**config.mk**
```make
export PLATFORM = sky130hd
export DESIGN_NAME = templatized_alu_sequencer
export DESIGN_NICKNAME = d
export VERILOG_FILES = /design/src/rtl/templatized_alu_sequencer.sv
export SDC_FILE = /design/constraint.sdc
export NUM_CORES = 1
export LEC_CHECK = 0
export ABC_CLOCK_PERIOD_IN_PS = 6200
export CAP_MARGIN = 25
export CORE_UTILIZATION = 43
export DETAILED_ROUTE_END_ITERATION = 8
export PLACE_DENSITY = 0.89
export SLEW_MARGIN = 30
export SYNTH_ARGS = -nofsm -noshare
export SYNTH_HDL_FRONTEND = slang
export SYNTH_SLANG_ARGS = --single-unit
```
**constraint.sdc**
```tcl
create_clock -name clk -period 6.2 [get_ports clk]
set_input_delay 1.24 -clock clk [delete_from_list [all_inputs] [get_ports clk]]
set_output_delay 1.24 -clock clk [all_outputs]
set_load 0.02 [all_outputs]
```
**src/rtl/templatized_alu_sequencer.sv**
```systemverilog
// templatized_alu_sequencer: issues one op at a time to the enabled functional units,
// collects their done strobes with a timeout and returns result/error on a valid/ready channel.
module templatized_alu_sequencer #(
    parameter int WIDTH   = 32,
    parameter int TIMEOUT = 15
) (
    input  logic                 clk,
    input  logic                 rst,
    input  logic                 req_valid,
    output logic                 req_ready,
    input  logic [3:0]           req_op,
    input  logic [WIDTH-1:0]     req_a,
    input  logic [WIDTH-1:0]     req_b,
    output logic [3:0]           op_code,
    input  logic [2:0]           en,
    output logic [2:0]           unit_start,
    output logic [WIDTH-1:0]     unit_a,
    output logic [WIDTH-1:0]     unit_b,
    input  logic [2:0]           unit_done,
    input  logic [3*WIDTH-1:0]   unit_result,
    output logic                 rsp_valid,
    input  logic                 rsp_ready,
    output logic [WIDTH-1:0]     rsp_data,
    output logic                 rsp_err
);
    localparam int CW = $clog2(TIMEOUT + 1);

    typedef enum logic [2:0] {IDLE, DECODE, ISSUE, WAIT, RESP} state_t;
    state_t state, state_n;

    logic [3:0]       op_q;
    logic [WIDTH-1:0] a_q, b_q, res_q, sel_res;
    logic [2:0]       en_q, done_q, done_now;
    logic [CW-1:0]    wait_cnt;
    logic             sel_done, complete, expired;

    assign op_code    = op_q;
    assign unit_a     = a_q;
    assign unit_b     = b_q;
    assign req_ready  = state == IDLE;
    assign rsp_valid  = state == RESP;
    assign unit_start = state == ISSUE ? en_q : 3'b000;

    // The reported result comes from the lowest-index enabled unit.
    always_comb begin
        done_now = unit_done & en_q;
        sel_done = en_q[0] ? done_now[0] : en_q[1] ? done_now[1] : done_now[2];
        sel_res  = en_q[0] ? unit_result[0 +: WIDTH] :
                   en_q[1] ? unit_result[WIDTH +: WIDTH] : unit_result[2*WIDTH +: WIDTH];
        complete = (done_q | done_now) == en_q;
        expired  = wait_cnt == CW'(TIMEOUT - 1);
        state_n  = state;
        case (state)
            IDLE:    state_n = req_valid ? DECODE : IDLE;
            DECODE:  state_n = en == 3'b000 ? RESP : ISSUE;
            ISSUE:   state_n = WAIT;
            WAIT:    state_n = complete || expired ? RESP : WAIT;
            RESP:    state_n = rsp_ready ? IDLE : RESP;
            default: state_n = IDLE;
        endcase
    end

    always_ff @(posedge clk or posedge rst) begin
        if (rst) state <= IDLE;
        else     state <= state_n;
    end

    always_ff @(posedge clk or posedge rst) begin
        if (rst) begin
            op_q     <= '0;
            a_q      <= '0;
            b_q      <= '0;
            en_q     <= '0;
            done_q   <= '0;
            wait_cnt <= '0;
            res_q    <= '0;
            rsp_data <= '0;
            rsp_err  <= 1'b0;
        end else begin
            case (state)
                IDLE: if (req_valid) begin
                    op_q <= req_op;
                    a_q  <= req_a;
                    b_q  <= req_b;
                end
                DECODE: begin
                    en_q     <= en;
                    done_q   <= '0;
                    wait_cnt <= '0;
                    res_q    <= '0;
                    rsp_data <= '0;
                    rsp_err  <= en == 3'b000;
                end
                WAIT: begin
                    done_q <= done_q | done_now;
                    if (sel_done) res_q <= sel_res;
                    // Completion takes priority over a coincident timeout.
                    if (complete) begin
                        rsp_err  <= 1'b0;
                        rsp_data <= sel_done ? sel_res : res_q;
                    end else begin
                        wait_cnt <= wait_cnt + 1'b1;
                        if (expired) begin
                            rsp_err  <= 1'b1;
                            rsp_data <= '0;
                        end
                    end
                end
                default: ;
            endcase
        end
    end
endmodule
```
Word level (Yosys, flattened, before mapping):

Cells that the tools add are included.

* output and inout port bits: 106
* word-level logic and storage cells: 49
* input bits: 174
* bits in registers: 146

* reductions and logical operators: 7
* mux-type cells: 21
* equal/unequal tests: 8
* bitwise gates (word level): 2
* add/subtract/negate cells: 1

Operators with widths (number)
* two-way mux 32 bit: 5
* one-hot mux 32 bit (2 select lines): 2
* one-hot mux 3 bit (5 select lines): 1
* two-way mux 3 bit: 4
* one-hot mux 4 bit (2 select lines): 1
* equality test 3 x 2 -> 1 bit (second input constant): 2
* logical NOT 3 bit: 2
* one-hot mux 3 bit (2 select lines): 1
* AND reduction 2 bit: 3
* two-way mux 1 bit: 5
* adder 4 x 1 -> 4 bit (second input constant): 1
* equality test 4 bit (second input constant): 1
* two-way mux 4 bit: 1
* AND 3 bit: 1
* equality test 3 x 1 -> 1 bit (second input constant): 1
* equality test 3 bit: 1
* equality test 3 bit (second input constant): 1
* inequality test 3 bit (second input constant): 1
* bitwise OR 3 bit: 1
* inequality test 2 bit (second input constant): 1
* one-hot mux 1 bit (2 select lines): 1
* nonzero test 2 bit: 1
* logical OR 1 bit: 1

Logic depth before layout (Yosys ltp):

Gate-level depths: netlist (run 1).

* word-level depth: 6
* mapped depth: 8
* gate-level depth less buffers: 5

Worst setup path before layout (run 1):

No wires, ideal clock.

* path kind: input -> register
* start point: input port unit_done[2]
* end point: register wait_cnt[1]
* data required time: 6.079 ns
* path slack: 3.631 ns
* data arrival time: 2.448 ns
* cell stages on the path: 5
* cells stage by stage: or3b_1 > o311a_1 > nand2_1 > mux2_2 > a22o_1

* longest elaborated chain between the ends: 5

RTL lines
* start: declaration: RTL line 19 `input logic [2:0] unit_done,`
* AND 3 bit: RTL line 46 `done_now = unit_done & en_q;`
* bitwise OR 3 bit: RTL line 50 `complete = (done_q | done_now) == en_q;`
* equality test 3 bit: RTL line 50
* inequality test 2 bit (no line)
* AND reduction 2 bit (no line)
* end signal: assignment: RTL line 102 `wait_cnt <= wait_cnt + 1'b1;`
* end: declaration: RTL line 34 `logic [CW-1:0] wait_cnt;`

Every way passes these cells.
A chain may end at the register's enable or synchronous reset.

Worst setup path after layout (run 1):

* start point: register state[1]
* end point: output port unit_start[0]

* longest elaborated chain between the ends: 2

RTL lines
* start: declaration: RTL line 29 `state_t state, state_n;`
* start signal: assignment: RTL line 65 `else state <= state_n;`
* equality test 3 x 2 -> 1 bit: RTL line 42 `assign unit_start = state == ISSUE ? en_q : 3'b000;`
* two-way mux 3 bit: RTL line 42
* end: declaration: RTL line 16 `output logic [2:0] unit_start,`

Every way passes these cells.

==> metrics.txt, run 1 <==
cell row count 45; post-route ant nets 0; hold worst-path end res_q[2]; Post-synth EDFFs 0; fmax 281 MHz; total core area 0.0151 sq mm; MaxCap Viol Count 0; root buf cell clkbuf_16; reg2reg path depth 6; top-count cell post-synth dfrtp_1; max-slew violations 0; htree depth 4; fin nets 989; die footprint 0.0159 sq mm; ys flop type dfrtp_1; Mapped Cells 546; antenna violations before repair 0; top cell type's share of synthesized area 0.550; WP buf/inv 2; Cells after DPL 982; number of global-route vias before repair 5631; top cell type by total area after synthesis dfrtp_1; area delta synth->final 51.8%; final hold violations 0; CP max-delay cell clkdlybuf4s50_1; Port Buffers 279; share of cells above drive strength 1 0.153; nature of the critical path endpoint output port; register clock-pin slew on the reported worst setup and hold paths 0.06 ns; Synth Cell Area 0.00664 sq mm; ant diodes 0; Yosys warning total 0; Post-Syn Area per Cell 12.2 sq um; initial core utilization 0.438; setup TNS 0 ns; Static Leak 4.25 nW; R2R Setup Slk 3.67 ns; Die Y-Extent 126 um; # Post-CTS Setup Buffers 0; Worst Tran Pin Value 0.865 ns; final worst-path cycle share 0.575; Total Wirelength 17.5 mm; reg2reg end rsp_data[7]; Pre-antenna DRT Iters 4; crit path cell chain inv_1, nor3_1, and2_1, clkdlybuf4s50_1; wire per inst 17.3 um; critical path's top delay family buffers and inverters; vias after detailed routing 5248; fin util 0.665; Hold Crit Class flop to flop; data required time of the worst path 4.96 ns; IO Pins 280; Clock Skews 0.00538 ns; DR vias/cell 5.18; R2R Path Start en_q[1]; gr ovfl total 0; asr flop ratio synth 1.00; post-route non-filler standard cell count 1014; Worst-Skew Late Latency 0.41 ns; Post-DP HPWL 12.4 mm; Pwr Density 530 mW/mm^2; status finished clean; Hold Crit Depth 2; first-pass GRT wire length 28.4 mm; hold_sp res_q[2]; Distinct cells, synth 35; Die X 126 um; RSZ-0062 raised after global routing no; post-route minimum period 3.56 ns; Area contributors post-synth dfrtp_1, mux2_2, mux2i_1, o21ai_0, nand2_1; slew margin rel. 0.423; Mapped Nets 722; Peak VDD IR 316 uV; post-CTS resize count 0; #FFs+latches synth 146; cts-stage hold buffer count 0; Final Wtd Congestion 0.767; top post-synthesis cells by count dfrtp_1, mux2_2, nand2_1; Startpoint Class flop; Setup-failing EPs final 0; largest net degree at the start of global routing 98; Clock Tree Buf Depth 2; Worst EP arrival 2.32 ns; GRT Util Overall 0.230; worst hold margin 0.481 ns; sequential fraction of the synthesis area 0.550; Max stage delay on crit path 0.61 ns; Starting DRT DRC Count 242; critical path class flop to output port; DRC viols 0; crit-path max FO 12; CTS tree yes; CTS buffer count 17; Clock Sinks 146
==> kinds of logic (layout without fill, tap and decap cells) <==
logic type      count (synthesis)  after routing  share of synthesized area
mux                           137            137                      0.220
simple gates                   95             95                     0.0599
buf+inv                        45            325                     0.0390
compound gates                121            121                      0.127
flops                         146            146                      0.550
fa+ha+maj                       2              2                    0.00377
==> tightest hold or removal path: stages (launching register included) <==
cell and delay, ns:
dfrtp_1 0.34, nand2_1 0.04, o21ai_0 0.06
==> report_power, final <==
part / switching [mW] / internal (mW)
Combinational: 1.37 / 1.28
Sequential: 0.316 / 1.40
Clock: 0.401 / 0.576
==> worst max path at each step <==
stage | start | to | slack (ns) | depth (start not counted)
floorplan | rst | done_q[0] | 1.04 | 1
global route | state[1] | unit_start[0] | 2.49 | 4
CTS | state[1] | unit_start[0] | 2.61 | 4
global placement | unit_done[2] | rsp_data[4] | 2.81 | 7
detailed placement | unit_done[2] | rsp_data[18] | 2.75 | 7
finish | state[1] | unit_start[0] | 2.64 | 4
==> per-stage QoR <==
stage / setup slack, ns / power (mW) / area [sq um]
after floorplan: 1.04 / 3.36 / 6640
after global placement: 2.81 / 4.32 / 9500
after detailed placement: 2.75 / 4.40 / 9500
after CTS: 2.61 / 5.40 / 10100
after global routing: 2.49 / 5.68 / 10100
final: 2.64 / 5.34 / 10100
==> state kept, by name (all words and copies together), names as in the netlist <==
| register | flops |
|---|---|
| res_q | 32 |
| op_code | 4 |
| rsp_err | 1 |
| done_q | 3 |
| rsp_data | 32 |
| wait_cnt | 4 |
| state | 3 |
| unit_b | 32 |
| en_q | 3 |
| unit_a | 32 |
==> final cells by class <==
class / count / area, sq um
multi-input cells: 355 / 2740
clock inverters: 11 / 104
repair buffers: 286 / 2850
fillers: 1173 / 5070
clock buffers: 21 / 460
well taps: 188 / 235
flip-flops and latches: 146 / 3660
inverters: 7 / 33.8
==> layout by cell type, fill, tap and decap left out, types with 2 or more instances in the layout <==
master | netlist | routed
o21ai_0 | 68 | 68
nor3_1 | 3 | 3
clkinv_2 | 0 | 2
inv_1 | 6 | 5
inv_6 | 0 | 3
clkbuf_16 | 0 | 17
nand2b_1 | 2 | 2
mux2i_1 | 67 | 67
o22ai_1 | 2 | 2
nor2_1 | 9 | 9
dfrtp_1 | 146 | 144
nor3b_1 | 2 | 2
a31oi_1 | 5 | 5
mux2_2 | 70 | 70
and2_1 | 4 | 3
clkdlybuf4s50_1 | 0 | 279
a41o_1 | 2 | 2
o2bb2ai_2 | 10 | 10
ha_1 | 2 | 2
o2bb2ai_1 | 22 | 22
nand2_1 | 70 | 69
clkbuf_8 | 0 | 2
clkbuf_1 | 15 | 2
a21oi_1 | 6 | 6
clkinvlp_4 | 0 | 5
buf_4 | 5 | 7
and3_1 | 2 | 2
==> layer usage <==
| metal | share of wire | GRT usage | vias up |
|---|---|---|---|
| met5 | 0 | 0 | - |
| met4 | 0.017 | 0.0808 | 0 |
| met3 | 0.096 | 0.0892 | 23 |
| met2 | 0.51 | 0.401 | 214 |
| met1 | 0.38 | 0.255 | 2530 |
| li1 | - | - | 2481 |
No activity file was read; power rests on OpenSTA's default activity.
==> inputs of run 2 (changes only) <==
ABC_CLOCK_PERIOD_IN_PS = 2900   (was 6200)
CORE_UTILIZATION = 39   (was 43)
PLACE_DENSITY = 0.85   (was 0.89)
clock period = 2.9 ns   (was 6.2 ns; I/O delays follow)
==> run 2 against run 1 <==
Effect of this change: hold slack got worse by 0.014 ns; critical path depth fell by 1; total power rose by 120%; flip-flop and latch count did not move; first-iteration DRC count fell by 17%; via count barely moved; sequential power rose by 110%; clock skew rose by 0.0027 ns; register-to-register slack got worse by 2.8 ns.
==> metrics.txt, run 2 (synthesis results as in run 1) <==
status finished clean; # Post-CTS Setup Buffers 0 (unchanged); DR vias/cell 4.98 (-3.7%); antenna violations before repair 0 (unchanged); Die X 132 um (+4.9%); Cell Int Power 7.12 mW (+120%); share of cells above drive strength 1 0.160 (+0.00712); final hold violations 0 (unchanged); P_sw 4.51 mW (+120%); routed wire length on met2 9.03 mm (+1.7%); Final Wtd Congestion 0.855 (+11%); Post-DP HPWL 13.0 mm (+4.2%); CP max-delay cell clkdlybuf4s50_1; Max stage delay on crit path 0.60 ns (about the same); R2R Setup Slk 0.85 ns (-2.82 ns); area delta synth->final 54.3%; Logic pwr share 0.509 (+0.013); Hold Crit Class input pin to async pin; sequential standard cell area 0.00366 sq mm (about the same); Startpoint Class flop; RSZ-0062 raised after global routing no; Clock Skews 0.00808 ns (+0.00270 ns); commonest cells after routing, fill and taps aside clkdlybuf4s50_1, dfrtp_1, nand2_1, mux2_2, o21ai_0; vias after detailed routing 5249 (+0.019%); IO Pins 280 (unchanged); commonest non-fill, non-tap cell in the layout clkdlybuf4s50_1; CTS buffer count 17 (unchanged); Worst Setup SP state[0]; Clock Tree Buf Depth 2 (unchanged); number of global-route vias before repair 5592 (-0.69%); Clock Sinks 146 (unchanged); setup TNS 0 ns (unchanged); total core area 0.0166 sq mm (+9.5%); register clock-pin slew on the reported worst setup and hold paths 0.06 ns (about the same); worst hold margin 0.467 ns (-0.0138 ns); worst setup margin 0.336 ns (-2.30 ns); cts-stage hold buffer count 0 (unchanged); crit path cell chain nor3_1, and2_1, clkdlybuf4s50_1; critical path class flop to output port; Port Buffers 279 (unchanged); Worst-Skew Late Latency 0.41 ns (about the same); fmax 390 MHz; DR top layer met4; Starting DRT DRC Count 200 (-17%); placed inst area 0.00966 sq mm (+1.7%); critical path's top delay family buffers and inverters; DRC viols 0 (unchanged); Total Wirelength 18.0 mm (+2.7%); Pwr Density 1140 mW/mm^2 (+110%); fin nets 997 (+0.81%); Peak VDD IR 666 uV (+110%); wire length on met1 7.01 mm (+5.0%); htree depth 4 (unchanged); Flop pwr share 0.307 (-0.014); gr ovfl total 0 (unchanged); cell row count 47 (+4.4%); die footprint 0.0175 sq mm (+10%); first-pass GRT wire length 28.5 mm (+0.46%); Worst EP arrival 1.98 ns (-0.34 ns); Design Power 11.6 mW (+120%); Final Cell Area 0.0102 sq mm (+1.6%); largest net degree at the start of global routing 67 (-32%); GRT Util Overall 0.210 (-0.0204); final worst-path cycle share 0.884; ant diodes 0 (unchanged); initial core utilization 0.400 (-0.0380); post-CTS resize count 0 (unchanged); post-route minimum period 2.56 ns; nature of the critical path endpoint output port; Worst Tran Pin Value 0.571 ns (-0.295 ns); routed wl met3 1.74 mm (+2.8%); pre-CTS WS 0.393 ns (-2.36 ns); Die Y-Extent 132 um (+4.9%); root buf cell clkbuf_16; Pre-antenna DRT Iters 4 (unchanged); Static Leak 4.32 nW (+1.6%); WP buf/inv 1 (-1); multi-input logic area 0.00273 sq mm (about the same); post-route ant nets 0 (unchanged); MaxCap Viol Count 0 (unchanged); Clock Power Share 0.184 (about the same); slew margin rel. 0.620 (+0.197); Setup-failing EPs final 0 (unchanged); Fillers 1345 (+15%); data required time of the worst path 2.32 ns (-2.64 ns); Sw Ratio 0.388 (-0.00254); max-slew violations 0 (unchanged); R2R Path Start en_q[0]; CTS tree yes; wire per inst 17.1 um (-1.1%); crit-path max FO 5 (-7)
==> run 2: worst reg2reg max path: cells and delay by family (launching register included) <==
family | cells | cell delay, ns
flops | 1 | 0.54
buf+inv | 2 | 0.48
compound gates | 2 | 0.56
simple gates | 1 | 0.39
==> run 2: routing by layer <==
metal / up-vias / GRT usage
li1: 2499 / -
met1: 2524 / 0.234
met5: - / 0
met2: 208 / 0.363
met3: 18 / 0.0831
met4: 0 / 0.0722
==> run 2: final cells by class <==
type / count / share of cell area
tap: 220 / 0.0269
inverter: 7 / 0.00293
clock inverter: 12 / 0.0130
sequential: 146 / 0.357
clock buffer: 19 / 0.0433
multi-input combinational: 355 / 0.267
timing repair buffer: 294 / 0.290
==> run 2: worst paths after layout <==
check | endpoint | cells after the start
max | unit_start[0] | 3
min | unit_a[2] | 2
max reg2reg | rsp_data[6] | 5
min reg2reg | res_q[2] | 2
max in group asynchronous | rsp_data[14] | 3
min in group clk | res_q[2] | 2
==> run 2: stage by stage <==
stage / cells / utilization
2_1_floorplan: 546 / -
3_3_place_gp: 1022 / 0.583
3_5_place_dp: 1022 / 0.583
4_1_cts: 1053 / 0.617
5_1_grt: 1053 / 0.617
6_report: 1053 / 0.617
==> run 2: power groups by stage <==
stage                     logic [mW]  clock network [mW]  registers [mW]
after CTS                       5.99                2.19            3.58
after detailed placement        5.96                   0            3.59
after floorplan                 2.89                   0            4.29
after global routing            6.33                2.27            3.69
after global placement          5.83                   0            3.55
final                           5.92                2.14            3.57
==> inputs of run 3 (changes only) <==
SETUP_SLACK_MARGIN = 0.05   (was default)
==> results of run 3 <==
Same layout as run 2: the final DEF is identical, and so are final timing and power.
